## config.mk

```make
export PLATFORM = sky130hd
export DESIGN_NAME = jk_excite_drv
export DESIGN_NICKNAME = d
export VERILOG_FILES = /design/src/rtl/jk_excite_drv.sv
export SDC_FILE = /design/constraint.sdc
export NUM_CORES = 1
export LEC_CHECK = 0
export BUFFER_PORTS_ARGS = -buffer_cell sky130_fd_sc_hd__buf_2
export CAP_MARGIN = 20
export CORE_MARGIN = 3
export CORE_UTILIZATION = 45
export CTS_BUF_LIST = sky130_fd_sc_hd__clkbuf_4 sky130_fd_sc_hd__clkbuf_8
export DETAILED_ROUTE_END_ITERATION = 10
export PLACE_DENSITY = 0.69
export SYNTH_ARGS = -nofsm -noshare
export SYNTH_HDL_FRONTEND = slang
export SYNTH_SLANG_ARGS = --single-unit
```

## constraint.sdc

```tcl
create_clock -name clk -period 2.02 [get_ports clk]
set_clock_uncertainty 0.1 [all_clocks]
set_input_delay 0.404 -clock clk [delete_from_list [all_inputs] [get_ports clk]]
set_output_delay 0.404 -clock clk [all_outputs]
set_load 0.005 [all_outputs]
```

## src/rtl/jk_excite_drv.sv

```systemverilog
// Excitation driver for a JK-style flop: turns one requested target bit per handshake
// into a registered J/K pulse, verifies the flop output and retries before flagging an error.
module jk_excite_drv #(
    parameter logic        DC_VAL    = 1'b0,
    parameter int unsigned RETRY_MAX = 2,
    parameter int unsigned CNT_W     = 8
) (
    input  logic             clk,
    input  logic             reset,
    input  logic             tgt_valid,
    input  logic             tgt_bit,
    output logic             tgt_ready,
    input  logic             y_fb,
    output logic             j,
    output logic             k,
    output logic             busy,
    output logic             done,
    output logic             mismatch,
    output logic [CNT_W-1:0] err_cnt
);

    typedef enum logic [1:0] {
        IDLE  = 2'b00,
        DRIVE = 2'b01,
        CHECK = 2'b10,
        ERR   = 2'b11
    } state_e;

    localparam logic [2:0] RETRY_LIM = 3'(RETRY_MAX);

    state_e           state_q, state_d;
    logic             j_q, j_d;
    logic             k_q, k_d;
    logic [2:0]       retry_q, retry_d;
    logic             tgt_q, tgt_d;
    logic [CNT_W-1:0] err_cnt_q, err_cnt_d;

    // {j, k} needed to move the flop from q to d; the unconstrained pin gets DC_VAL.
    function automatic logic [1:0] excite(input logic q, input logic d);
        return q ? {DC_VAL, ~d} : {d, DC_VAL};
    endfunction

    always_ff @(posedge clk or posedge reset) begin
        if (reset) begin
            state_q   <= IDLE;
            j_q       <= 1'b0;
            k_q       <= 1'b0;
            retry_q   <= '0;
            tgt_q     <= 1'b0;
            err_cnt_q <= '0;
        end else begin
            state_q   <= state_d;
            j_q       <= j_d;
            k_q       <= k_d;
            retry_q   <= retry_d;
            tgt_q     <= tgt_d;
            err_cnt_q <= err_cnt_d;
        end
    end

    always_comb begin
        state_d   = state_q;
        j_d       = 1'b0;
        k_d       = 1'b0;
        retry_d   = retry_q;
        tgt_d     = tgt_q;
        err_cnt_d = err_cnt_q;
        case (state_q)
            IDLE: begin
                if (tgt_valid) begin
                    tgt_d      = tgt_bit;
                    {j_d, k_d} = excite(y_fb, tgt_bit);
                    retry_d    = '0;
                    state_d    = DRIVE;
                end
            end
            DRIVE: begin
                state_d = CHECK;
            end
            CHECK: begin
                if (y_fb == tgt_q) begin
                    state_d = IDLE;
                end else if (retry_q < RETRY_LIM) begin
                    retry_d    = retry_q + 3'd1;
                    {j_d, k_d} = excite(y_fb, tgt_q);
                    state_d    = DRIVE;
                end else begin
                    state_d = ERR;
                end
            end
            ERR: begin
                if (err_cnt_q != '1) begin
                    err_cnt_d = err_cnt_q + CNT_W'(1);
                end
                state_d = IDLE;
            end
            default: begin
                state_d = IDLE;
            end
        endcase
    end

    // done must reflect the flop output observed during CHECK, so it is decoded, not registered.
    assign done      = (state_q == CHECK) && (y_fb == tgt_q);
    assign mismatch  = (state_q == ERR);
    assign busy      = (state_q != IDLE);
    assign tgt_ready = (state_q == IDLE) && !reset;
    assign j         = j_q;
    assign k         = k_q;
    assign err_cnt   = err_cnt_q;

endmodule

```

Word level (Yosys, flattened, before mapping)
Index checks and enable logic that the tools add are counted.
Storage, ports and cells
  bits in registers: 16
  bits in latches: 0
  RAM bits: 0
  bits in read-only memories: 0
  input bits: 5
  output and inout port bits: 14
  word-level logic and storage cells: 46
  memories kept: 0
Operators by class
  $add $sub $neg: 2
  multiply operators: 0
  div/mod/pow operators: 0
  order comparisons: 1
  equality and inequality tests: 8
  shifts and indexed selects: 0
  mux-type cells: 18
  bitwise operators: 2
  reduce and logical (&&, ||, !) cells: 9
Operators with widths (number)
  2-to-1 mux 2 bit: 5
  2-to-1 mux 3 bit: 3
  adder 8 x 1 -> 8 bit, second input constant: 1
  != test 8 bit, second input constant: 1
  one-hot mux 2 bit (4 select lines): 1
  2-to-1 mux 1 bit: 6
  != test 2 bit, second input constant: 3
  one-hot mux 3 bit (2 select lines): 1
  == test 2 bit, second input constant: 2
  one-hot mux 1 bit (2 select lines): 2
  AND reduction 2 bit: 2
  AND reduction 4 bit: 1
  nonzero test 2 bit: 2
  adder 3 x 1 -> 3 bit, second input constant: 1
  < comparator 3 x 2 -> 1 bit, second input constant: 1
  == test 2 x 1 -> 1 bit, second input constant: 1
  logical AND 1 bit: 2
  zero test 2 bit: 1
  NOT 1 bit: 2
  == test 1 bit: 1
  zero test 1 bit: 1

Depth between registers and ports, before layout
  depth after elaboration: 5
  depth in mapped cells: 6
  gate-level depth less buffers: 6

Worst setup path before layout
OpenSTA, ideal clock, no wires.
  path kind: in2reg
  from: input port y_fb
  to: register retry_q[0]
  library setup time: 0.121 ns
  data arrival time: 1.409 ns
  setup slack: 0.390 ns
  stages on the path: 5
  cells stage by stage: inv_1 > ha_1 > nor3_1 > mux2_2 > a22o_1
Between the ends
  cells in the longest elaborated chain, start to end: 3
Ends and longest elaborated chain
  from (decl): line 13  | input logic y_fb,
  == test 1 bit: line 81  | if (y_fb == tgt_q) begin
  != test 2 bit (no line)
  AND reduction 4 bit (no line)
  to (signal assigned): line 55  | retry_q <= retry_d;
  to (decl): line 34  | logic [2:0] retry_q, retry_d;
No other way between the ends.
A chain may end at the register's enable or synchronous reset.

Worst setup path after layout
  from: register state_q[0]
  to: output port tgt_ready
Between the ends
  cells in the longest elaborated chain, start to end: 2
Ends and longest elaborated chain
  from (decl): line 31  | state_e state_q, state_d;
  from (signal assigned): line 52  | state_q <= state_d;
  zero test 2 bit: line 107  | assign tgt_ready = (state_q == IDLE) && !reset;
  logical AND 1 bit: line 107
  to (decl): line 12  | output logic tgt_ready,
No other way between the ends.

==> impl_metrics.toml <==
[clocking]
cts_setup_buffers = 0
holdBufCountCts = 0
htree_levels = 1
numCtsBuffers = 3
cts-resized-gates = 0
clk_latency_ns = 0.29
cts.clk_slew.worst_paths_ns = 0.09
cts_tree = "built"
clockBufferDepth = 2
cts.sinks = 16
clock-root-buffer = "clkbuf_4"

[detailed_routing]
dr.pass1.iters = 4
dr.first_iter.drc_count = 7
wl_um = 1470
ant_nets = 0
dr_total_vias = 626
wl_per_cell_um = 12.1
vias_per_cell = 5.13
drc = 0

[layout]
drive_gt1_share_pct = 29.6
n_antenna_cell = 0
layout_common_cells = "buf_2 (18), dfrtp_1 (16), nor2_1 (8), a21oi_1 (7)"
synthToLayoutAreaGrowth_pct = 19.2
final.fill_count = 138
fin_cells = 122
final_common_cell = "buf_2"
nets = 108
design_area_sq_um = 956

[logic_synthesis]
syn_inst = 77
syn_nets = 86
synth.avg_cell_area_sq_um = 10.4
yosysSeqAreaShare_pct = 49.9
synth.distinct_cells = 30
yosysWarnings = 0
synth-seq-cells = 16
syn_area_sq_um = 802

[sta]
tightest_slew_ns = 0.590
maxSlewHeadroom_pct = 60.6
rsz0062_at_grt = "false"
fmax_mhz = 540
finalSetupViolations = 0
slew_violations = 0
period_share_pct = 91.7
hold_viol = 0
setup_tns_ns = 0
finalCriticalPeriod_ns = 1.85

[die]
start_util_pct = 50.3
core_area_sq_mm = 0.00159
chipWidth_um = 48.2
die_area_sq_mm = 0.00232
fp.dieH_um = 48.2
rows = 14
ioPinCount = 19

[placement]
postPlaceCellArea_sq_um = 920
place_inst = 118
gp_congestion = 0.867
numPortBuffers = 18
dp_hpwl_um = 1130

[flow_run]
max_cap_violations = 0

[power]
ir_drop_mv = 0.564
power_density_mw_per_mm2 = 1210
total_power_mw = 1.16
p_leak_nw = 0.480

[setup_path]
cp-start-kind = "flop"
crit_fanout = 9
worstPathRequired_ns = 1.52
crit_arrival_ns = 1.35
criticalPathCategory = "reg2out"
cp-end-kind = "output pin"

[global_routing]
grt_pass1_vias = 545
grt-ovfl-total = 0
grt_use_total_pct = 15.1
grt_max_degree = 17
grt_pass1_wl_um = 2430
antenna_found_initial = 0

[worst_hold_path]
min-delay-path-class = "in2async"

[outcome]
status = "completed"
-- synthesized netlist by cell type --
library cell	instances	share of area [%]
nand2_1	5	2.3
nand3_1	3	1.9
o2111ai_1	1	1.1
and3_1	1	0.78
a21oi_1	7	4.4
buf_2	2	1.2
or4_1	1	0.94
nand2b_1	2	1.6
nor2_1	8	3.7
or2_2	1	0.78
nor3_1	1	0.62
dfrtp_1	16	50
inv_1	5	2.3
mux2_2	1	1.4
nor2b_1	1	0.78
a22o_1	1	1.1
a31oi_1	1	0.78
xnor2_1	4	4.4
a32o_1	1	1.2
o21ai_2	1	1.1
mux2_1	1	1.4
and3_4	1	1.4
nor2_4	1	1.4
o21ai_0	2	1.2
ha_1	4	6.2
o31ai_1	1	0.94
o22a_1	1	1.1
o21bai_1	1	0.94
nand3_4	1	2.2
nor4_1	1	0.78
-- report_power, final --
group          switching, mW  total, mW  leakage (nW)  internal [mW]
Sequential             0.117      0.533         0.210          0.416
Clock                  0.103      0.213        0.0210          0.110
Combinational          0.203      0.413         0.249          0.210
-- final timing paths --
path / from / endpoint / slack [ns] / depth (start not counted)
max reg2reg: tgt_q / retry_q[0] / 0.40 / 4
min in group clk: tgt_bit / tgt_q / 0.25 / 3
min reg2reg: err_cnt[5] / err_cnt[5] / 0.41 / 1
max: state_q[0] / tgt_ready / 0.17 / 3
min: reset / err_cnt[0] / 0.07 / 2
max in group asynchronous: reset / err_cnt[5] / 1.37 / 2
-- worst max-delay path, stage by stage, from the launching register on --
cell	delay, ns
dfrtp_1	0.48
or2_2	0.37
nor2_1	0.10
buf_2	0.11
-- final cells by class --
type | count | area [sq um] | share of cell area, %
multi-input combinational | 54 | 373 | 39.0
timing repair buffer | 19 | 97.6 | 10.2
inverter | 5 | 18.8 | 1.96
clock buffer | 4 | 36.3 | 3.80
sequential | 16 | 400 | 41.9
tap | 24 | 30.0 | 3.14
-- logic make-up (layout without fill, tap and decap cells) --
group | Yosys count | count (layout) | synth area share [%]
buffers and inverters | 7 | 28 | 3.59
AND/OR/NAND/NOR | 27 | 27 | 19.2
adder cells (fa/ha/maj) | 4 | 4 | 6.24
AO/OA/AOI/OAI | 17 | 17 | 13.9
multiplexers | 2 | 2 | 2.81
flip-flops | 16 | 16 | 49.9
XOR/XNOR | 4 | 4 | 4.37
-- layer usage --
metal	vias up	share of wire (%)	track usage, %
met1	292	50	22.7
met4	0	1.2	4.84
met3	4	4.8	3.32
met2	17	44	21.4
met5	-	0	0
li1	313	-	-
-- metrics by stage --
step           hold slack, ns  utilization, %  setup WS, ns
4_1_cts                0.0905            60.0         0.154
3_5_place_dp            0.391            57.7         0.240
6_report               0.0717            60.0         0.167
3_3_place_gp            0.382            57.7         0.264
2_1_floorplan           0.218               -         0.390
5_1_grt                 0.107            60.0        0.0781
-- state kept, by name, indices dropped and copies added (netlist names) --
signal and flops:
j 1, tgt_q 1, retry_q 3, state_q 2
err_cnt 8, k 1
Note: power is estimated with default switching activity, not from simulation.
